[src/rtl/sample_frame_packer.sv]
// sample_frame_packer: decimates the ADC word stream, frames captures on SR_OUT rising edges
// and streams header/data words through a small FIFO. Optional macro: PACKER_TEST_PATTERN_EN.
`default_nettype none

module sample_frame_packer #(
  parameter int CLK_PER_SAMPLE = 50,
  parameter int SAMPLE_PHASE   = 25,
  parameter int FRAME_LEN      = 64,
  parameter int FIFO_DEPTH     = 16,
  parameter int STUCK_LIMIT    = 200
) (
  input  logic        CLK,
  input  logic        RST,
  input  logic        ENABLE,
  input  logic [15:0] DATA_IN,
  input  logic        SR_OUT_IN,
  output logic [31:0] M_DATA,
  output logic        M_LAST,
  output logic        M_VALID,
  input  logic        M_READY,
  output logic [15:0] FRAME_CNT,
  output logic [15:0] OVERFLOW_CNT,
  output logic        SROUT_STUCK
);

  localparam int PH_W = $clog2(CLK_PER_SAMPLE);
  localparam int ST_W = $clog2(STUCK_LIMIT + 1);
  localparam int AW   = $clog2(FIFO_DEPTH);

  localparam logic [PH_W-1:0] PH_LAST   = PH_W'(CLK_PER_SAMPLE - 1);
  localparam logic [PH_W-1:0] PH_STROBE = PH_W'(SAMPLE_PHASE);
  localparam logic [ST_W-1:0] ST_MAX    = ST_W'(STUCK_LIMIT);
  localparam logic [15:0]     IDX_LAST  = 16'(FRAME_LEN - 1);

  typedef enum logic [1:0] {
    S_IDLE    = 2'd0,
    S_WAIT_SR = 2'd1,
    S_HEADER  = 2'd2,
    S_COLLECT = 2'd3
  } state_t;

  state_t            state_q, state_d;
  logic [PH_W-1:0]   phase_q, phase_d;
  logic              sr_prev_q;
  logic              cap_sr_q;
  logic [15:0]       cap_data_q;
  logic [ST_W-1:0]   stuck_cnt_q, stuck_cnt_d;
  logic              stuck_q, stuck_d;
  logic [15:0]       idx_q, idx_d;
  logic              first_q, first_d;
  logic [15:0]       frame_cnt_q, frame_cnt_d;
  logic [15:0]       ovf_q;
  logic [AW:0]       wr_q, rd_q;
  logic [32:0]       mem_q [FIFO_DEPTH];

  logic              strobe;
  logic              rise;
  logic              push;
  logic              data_push;
  logic [32:0]       push_word;
  logic              w_sr;
  logic [15:0]       w_sample;
  logic              w_last;
  logic              empty;
  logic              full;
  logic              pop;
  logic              push_ok;
  logic              drop;
  logic [32:0]       head;

  assign strobe  = (phase_q == PH_STROBE);
  assign phase_d = (phase_q == PH_LAST) ? '0 : phase_q + PH_W'(1);
  assign rise    = strobe & SR_OUT_IN & ~sr_prev_q;

  always_comb begin
    stuck_cnt_d = stuck_cnt_q;
    if (strobe) begin
      if (!SR_OUT_IN) begin
        stuck_cnt_d = '0;
      end else if (stuck_cnt_q != ST_MAX) begin
        stuck_cnt_d = stuck_cnt_q + ST_W'(1);
      end
    end
    stuck_d = ENABLE & (stuck_q | (strobe & (stuck_cnt_d == ST_MAX)));
  end

  // Sample 0 comes from the capture registers; later words take the live strobe sample.
  assign w_sr   = first_q ? cap_sr_q : SR_OUT_IN;
  assign w_last = (idx_q == IDX_LAST);

`ifdef PACKER_TEST_PATTERN_EN
  logic [15:0] ramp_q, ramp_d;

  always_comb begin
    ramp_d = ramp_q;
    if (state_q == S_HEADER) begin
      ramp_d = '0;
    end else if (data_push) begin
      ramp_d = ramp_q + 16'd1;
    end
  end

  always_ff @(posedge CLK or negedge RST) begin
    if (!RST) begin
      ramp_q <= '0;
    end else begin
      ramp_q <= ramp_d;
    end
  end

  assign w_sample = ramp_q;
`else
  assign w_sample = first_q ? cap_data_q : DATA_IN;
`endif

  always_comb begin
    state_d     = state_q;
    idx_d       = idx_q;
    first_d     = first_q;
    frame_cnt_d = frame_cnt_q;
    push        = 1'b0;
    data_push   = 1'b0;
    push_word   = '0;
    case (state_q)
      S_IDLE: begin
        if (ENABLE) state_d = S_WAIT_SR;
      end
      S_WAIT_SR: begin
        if (!ENABLE) begin
          state_d = S_IDLE;
        end else if (rise && !stuck_q) begin
          state_d = S_HEADER;
        end
      end
      S_HEADER: begin
        push        = 1'b1;
        push_word   = {1'b0, 8'hAA, 8'h00, frame_cnt_q};
        frame_cnt_d = frame_cnt_q + 16'd1;
        idx_d       = '0;
        first_d     = 1'b1;
        state_d     = S_COLLECT;
      end
      S_COLLECT: begin
        if (first_q || strobe) begin
          push      = 1'b1;
          data_push = 1'b1;
          push_word = {w_last, 8'h5D, 7'b0, w_sr, w_sample};
          first_d   = 1'b0;
          idx_d     = idx_q + 16'd1;
          if (w_last) state_d = ENABLE ? S_WAIT_SR : S_IDLE;
        end
      end
      default: state_d = S_IDLE;
    endcase
  end

  // Extra pointer bit distinguishes full from empty; a pop frees the slot for a same-cycle push.
  assign empty   = (wr_q == rd_q);
  assign full    = (wr_q[AW] != rd_q[AW]) && (wr_q[AW-1:0] == rd_q[AW-1:0]);
  assign pop     = ~empty & M_READY;
  assign push_ok = push & (~full | pop);
  assign drop    = push & full & ~pop;

  always_ff @(posedge CLK) begin
    if (push_ok) mem_q[wr_q[AW-1:0]] <= push_word;
  end

  always_ff @(posedge CLK or negedge RST) begin
    if (!RST) begin
      state_q     <= S_IDLE;
      phase_q     <= '0;
      sr_prev_q   <= 1'b0;
      cap_sr_q    <= 1'b0;
      cap_data_q  <= '0;
      stuck_cnt_q <= '0;
      stuck_q     <= 1'b0;
      idx_q       <= '0;
      first_q     <= 1'b0;
      frame_cnt_q <= '0;
      ovf_q       <= '0;
      wr_q        <= '0;
      rd_q        <= '0;
    end else begin
      state_q     <= state_d;
      phase_q     <= phase_d;
      stuck_cnt_q <= stuck_cnt_d;
      stuck_q     <= stuck_d;
      idx_q       <= idx_d;
      first_q     <= first_d;
      frame_cnt_q <= frame_cnt_d;
      if (strobe) begin
        cap_data_q <= DATA_IN;
        cap_sr_q   <= SR_OUT_IN;
        sr_prev_q  <= SR_OUT_IN;
      end
      if (push_ok) wr_q <= wr_q + (AW+1)'(1);
      if (pop)     rd_q <= rd_q + (AW+1)'(1);
      if (drop && ovf_q != 16'hFFFF) ovf_q <= ovf_q + 16'd1;
    end
  end

  assign head         = mem_q[rd_q[AW-1:0]];
  assign M_VALID      = ~empty;
  assign M_LAST       = empty ? 1'b0 : head[32];
  assign M_DATA       = empty ? 32'h0 : head[31:0];
  assign FRAME_CNT    = frame_cnt_q;
  assign OVERFLOW_CNT = ovf_q;
  assign SROUT_STUCK  = stuck_q;

endmodule

`default_nettype wire

[config.mk]
export PLATFORM = sky130hd
export DESIGN_NAME = sample_frame_packer
export DESIGN_NICKNAME = d
export VERILOG_FILES = /design/src/rtl/sample_frame_packer.sv
export SDC_FILE = /design/constraint.sdc
export NUM_CORES = 1
export LEC_CHECK = 0
export CAP_MARGIN = 10
export CORE_MARGIN = 2
export CORE_UTILIZATION = 65
export CTS_CLUSTER_DIAMETER = 80
export DETAILED_ROUTE_END_ITERATION = 6
export PLACE_DENSITY = 0.85
export SETUP_SLACK_MARGIN = 0.2
export SYNTH_ARGS = -nofsm -noshare
export SYNTH_HDL_FRONTEND = slang
export SYNTH_SLANG_ARGS = --single-unit
export TNS_END_PERCENT = 30
[constraint.sdc]
create_clock -name CLK -period 7.5 [get_ports CLK]
set_clock_uncertainty 0.2 [all_clocks]
set_input_delay 0.75 -clock CLK [delete_from_list [all_inputs] [get_ports CLK]]
set_output_delay 0.75 -clock CLK [all_outputs]
set_load 0.03 [all_outputs]
### Word level (Yosys, flattened, before mapping)

Memories as Yosys holds them, arrays and structs flattened.
Index checks and enable logic that the tools add are counted.

* output and inout bits: 67
* memories kept: 1
* register bits: 93
* RAM bits: 528
* input port bits: 21
* logic and storage cells: 84

Memory list
* mem_q: depth 16, width 33, read ports 1, clocked after memory_dff 0, wr ports 1, line 54 `logic [32:0] mem_q [FIFO_DEPTH];`

* mux-type cells: 25
* reductions and logical operators: 9
* eq/ne operators: 16
* add/sub/neg operators: 7
* bitwise operators: 14

Operators with widths (number)
* $pmux 33 s2: 1
* $add 16x1->16 const B: 3
* $mux 33: 1
* $mux 16: 2
* $mux 32: 1
* $pmux 16 s2: 1
* $mux 8: 3
* $eq 16x6->1 const B: 1
* $ne 16x16->1 const B: 1
* $add 5x1->5 const B: 2
* $mux 2: 5
* $add 8x1->8 const B: 1
* $and 1x1->1: 8
* $eq 8x8->1 const B: 1
* $ne 8x8->1 const B: 1
* $pmux 2 s4: 1
* $mux 1: 7
* $add 6x1->6 const B: 1
* $eq 6x5->1 const B: 1
* $eq 6x6->1 const B: 1
* $mux 6: 1
* $ne 2x2->1 const B: 3
* $eq 5x5->1: 1
* $eq 2x2->1 const B: 2
* 14 further kinds: 21

### Logic depth before layout (Yosys ltp)

* word-level depth: 8
* depth in mapped cells: 9
* gate-level depth less buffers: 7

### Worst setup path before layout

OpenSTA, ideal clock, no wires.

* path kind: register to register
* start: register phase_q[1]
* end: memory mem_q[3][0], enable pin
* cell stages (with the launch flop): 9
* setup slack: 3.871 ns
* arrival time: 3.003 ns
* buffers on the path: 2
* library setup time: 0.425 ns
* period minus slack after synthesis: 3.629 ns
* data required time: 6.875 ns
* path through: dfrtp_1 -> inv_1 -> ha_1 -> clkbuf_1 -> a211oi_2 -> a211oi_1 -> clkbuf_1 -> nand2_1 -> nor3_1

* longest elaborated chain between the ends: 7

Ends and longest elaborated chain
* from (decl): line 43 `logic [PH_W-1:0] phase_q, phase_d;`
* from (signal assigned): line 185 `phase_q <= phase_d;`
* $eq 6x5->1: line 71 `assign strobe = (phase_q == PH_STROBE);`
* $logic_or 1x1->1: line 144 `if (first_q || strobe) begin`
* $mux 1: line 144
* $pmux 1 s2: line 124 `case (state_q)`
* $and 1x1->1: line 161 `assign push_ok = push & (~full | pop);`
* $mux 1: line 165 `if (push_ok) mem_q[wr_q[AW-1:0]] <= push_word;`
* $mux 1 (implied by the code): line 165
* to (decl): line 54

Every way passes these cells.

### Final worst setup path

* start: register rd_q[0]
* end: output port M_DATA[15]

* longest elaborated chain between the ends: 2
* elaborated cells on any way between the ends: 3
* those cells by class: eq/ne: 1; mux: 1; memory: 1

Ends and longest elaborated chain
* from (decl): line 53 `logic [AW:0] wr_q, rd_q;`
* from (signal assigned): line 197 `if (pop) rd_q <= rd_q + (AW+1)'(1);`
* $mem_v2 16x33 / $eq 5x5->1 (equally long branches)
* $mux 32 (*): line 205 `assign M_DATA = empty ? 32'h0 : head[31:0];`
* to (decl): line 17 `output logic [31:0] M_DATA,`

Mark *: on every way between the ends. The rest lies on a longest branch, timed or not.

==> flow_metrics.tcl <==
set metrics [dict create \
    ys.flop_type "edfxtp_1" \
    final_nets 1155 \
    cts.repair.resized 0 \
    ctsHoldBuffers 1 \
    drive_gt1_frac 0.186 \
    clockPowerShare 0.329 \
    worst_path_most_repeated_cell "mux4_2" \
    first_pass_iters 5 \
    clkTransAtPathRegs_ns 0.06 \
    clockRootBuffer "clkbuf_16" \
    drcViolationCount 0 \
    max_freq_mhz 202 \
    stdcell_area_um2 20400 \
    startpoint_type "flip-flop" \
    power_mw 6.55 \
    avgSynthCellArea_um2 17.2 \
    fin_crit_ns 4.94 \
    via_count 9798 \
    syn-cell-area_um2 18000 \
    crit_required_ns 6.55 \
    worst_slew_pin_slew_ns 1.16 \
    placed_cell_area_um2 19000 \
    fp.dieH_um 170 \
    status "finished, final reports clean" \
    coreArea_um2 27000 \
    p_leak_nw 7.45 \
    grt_setup_unrepaired "false" \
    final.period_utilization 0.659 \
    clock_latency_ns 0.53 \
    hold_ws_ns 0.276 \
    crit_type "flip-flop to output pin" \
    grt_max_degree 75 \
    die_w_um 170 \
    grt_usage 0.288 \
    antenna_found_initial 0 \
    portBuffers 80 \
    synth_compound_area_frac 0.0328 \
    numCtsBuffers 42 \
    ctsLongestPathBuffers 3 \
    async_flop_share 0.217 \
    dpl.hpwl_mm 21.9 \
    yosys.area_share.simple 0.0823 \
    worstSetupEndpointType "output pin" \
    finalSetupViolCount 0 \
    path_cells "buf_4 > mux4_2 > mux4_2 > and2_1 > clkdlybuf4s50_1" \
    cts_setup_buffers 0 \
    synth_xor_xnor_area_share 0.0243 \
    gp_congestion 0.850 \
    yosysWarnings 0 \
    vdd.ir_drop.worst_mv 0.190 \
    vias_per_cell 6.56 \
    initial_core_util 0.664 \
    row_count 60 \
    synthAdderAreaFrac 0.00836 \
    wl_mm 40.2 \
    seqPwrFrac 0.411 \
    cts_sinks 429 \
    finalHoldViolCount 0 \
    maxSlewViolCount 0 \
    diodes 0 \
    detail_route.iter0.violations 1253 \
    worstPathArrival_ns 3.99 \
    yosys_register_bits 429 \
    first_global_vias 10200 \
    synth_edf_count 336 \
    seq_area_frac_synth 0.692 \
    grt.overflow.total 0 \
    critPathMaxFanout 32 \
    switching_power_mw 1.81 \
    syn_to_final_growth_pct 13.8 \
    grt_first_pass_wirelength_mm 60.9 \
    max_stage_delay_ns 0.83 \
    min_path_type "flip-flop to flip-flop" \
    synthMuxAreaShare 0.137 \
    syn_inst 1045 \
    h-tree-depth 2 \
    tns_ns 0 \
    drv_cap 0 \
    power_density_nw_per_um2 321 \
    slowest_stage "dfrtp_4" \
    synth_top_family_by_area "multiplexers" \
    sw_frac_of_total 0.277 \
    slew_headroom 0.225 \
    intPower_mw 4.74 \
    dieArea_um2 29000 \
    routedWlPerCell_um 26.9 \
    power_frac_comb 0.261 \
    io_pins 88 \
    cts_tree "done" \
    postRouteAntennaNets 0 \
    synth_cell_types 61 \
]
-- worst max-delay path, delay by kind of cell, from the launching register on --
| kind | cells | cell delay, ns |
|---|---|---|
| DFF | 1 | 0.83 |
| and+or+nand+nor | 1 | 0.19 |
| buffers and inverters | 2 | 1.23 |
| muxes | 2 | 1.15 |
-- registers in the layout, summed over array words and instances, names as in the netlist, named ones only --
signal        flops
SROUT_STUCK       1
first_q           1
mem_q           336
OVERFLOW_CNT     16
wr_q              5
cap_data_q       16
state_q           1
cap_sr_q          1
phase_q           6
idx_q            16
rd_q              5
FRAME_CNT        16
stuck_cnt_q       8
-- per-stage QoR --
step / instances / util / worst slack [ns]
2_1_floorplan: 1051 / - / 3.87
3_3_place_gp: 1417 / 0.703 / 3.21
3_5_place_dp: 1417 / 0.703 / 3.12
4_1_cts: 1493 / 0.755 / 2.51
5_1_grt: 1494 / 0.756 / 2.39
6_report: 1494 / 0.756 / 2.56
-- cell usage in the layout (no fill, tap or decap), types with 14 or more instances in the layout --
cell,netlist,final
edfxtp_1,336,336
nand2_1,107,107
mux4_2,105,105
dfrtp_1,93,90
clkdlybuf4s50_1,0,79
clkbuf_16,0,43
nor2_1,29,29
xor2_1,25,25
and2_1,25,25
xnor2_1,23,23
nand3_1,19,19
buf_4,15,18
o211ai_1,17,17
o211a_1,16,16
and3_1,23,15
inv_1,14,14
o21ai_0,14,14
-- synthesized netlist by cell type (3+ instances only) --
master	n	area share
a21oi_1	9	0.0025
a22o_1	4	0.0020
and2_1	25	0.0087
and3_1	23	0.0080
and4_1	4	0.0020
buf_1	5	0.0010
buf_2	13	0.0036
buf_4	15	0.0063
buf_6	3	0.0019
clkbuf_1	36	0.0075
dfrtp_1	93	0.13
edfxtp_1	336	0.56
ha_1	12	0.0084
inv_1	14	0.0029
mux2_2	6	0.0038
mux2i_1	3	0.0017
mux4_2	105	0.13
nand2_1	107	0.022
nand2b_1	5	0.0017
nand3_1	19	0.0053
nand3b_1	3	0.0013
nand4_1	12	0.0042
nand4b_1	3	0.0015
nor2_1	29	0.0061
nor2b_1	3	0.0010
nor3_1	13	0.0036
nor3b_1	3	0.0013
nor4_1	4	0.0014
nor4_2	6	0.0042
nor4b_1	3	0.0015
o211a_1	16	0.0089
o211ai_1	17	0.0071
o21a_1	3	0.0013
o21ai_0	14	0.0039
or4_1	3	0.0013
xnor2_1	23	0.011
xor2_1	25	0.012
-- power groups by stage --
stage	sequential [mW]	combinational, mW	clock [mW]
after floorplan	2.62	1.35	0
after global placement	2.74	1.66	0
after detailed placement	2.74	1.69	0
after CTS	2.69	1.72	2.17
after global routing	2.70	1.78	2.25
final	2.69	1.71	2.15
-- logic make-up after synthesis --
group	count (synthesis)
flip-flops	429
adder cells (fa/ha/maj)	12
buffers and inverters	86
XOR/XNOR	49
multiplexers	114
AO/OA/AOI/OAI	78
AND/OR/NAND/NOR	276
other	1
-- final timing paths --
path / from / to / slack [ns] / cells past startpoint
setup / recovery: rd_q[0] / M_DATA[15] / 2.56 / 5
hold / removal: cap_data_q[10] / cap_data_q[10] / 0.28 / 2
setup reg to reg: rd_q[2] / mem_q[7][8] / 4.16 / 5
hold reg to reg: cap_data_q[10] / cap_data_q[10] / 0.28 / 2
max in group asynchronous: RST / rd_q[1] / 5.29 / 3
min in group asynchronous: RST / OVERFLOW_CNT[1] / 0.44 / 2
-- per-layer routing --
metal,GRT usage,part of all wire,wire [µm],vias to the layer above
met5,0,0,0,-
met4,0.102,0.032,1290,0
met3,0.0551,0.094,3770,96
met2,0.490,0.50,20300,551
met1,0.378,0.37,14800,4944
li1,-,-,-,4207
-- cell type report --
class / count / area [µm²]
sequential: 429 / 12400
fill: 1486 / 6600
multi-input combinational: 536 / 5160
clock buffer: 56 / 1150
timing repair buffer: 99 / 963
tap: 341 / 427
clock inverter: 19 / 245
inverter: 14 / 52.6
Power figures use the tool's default switching activity.
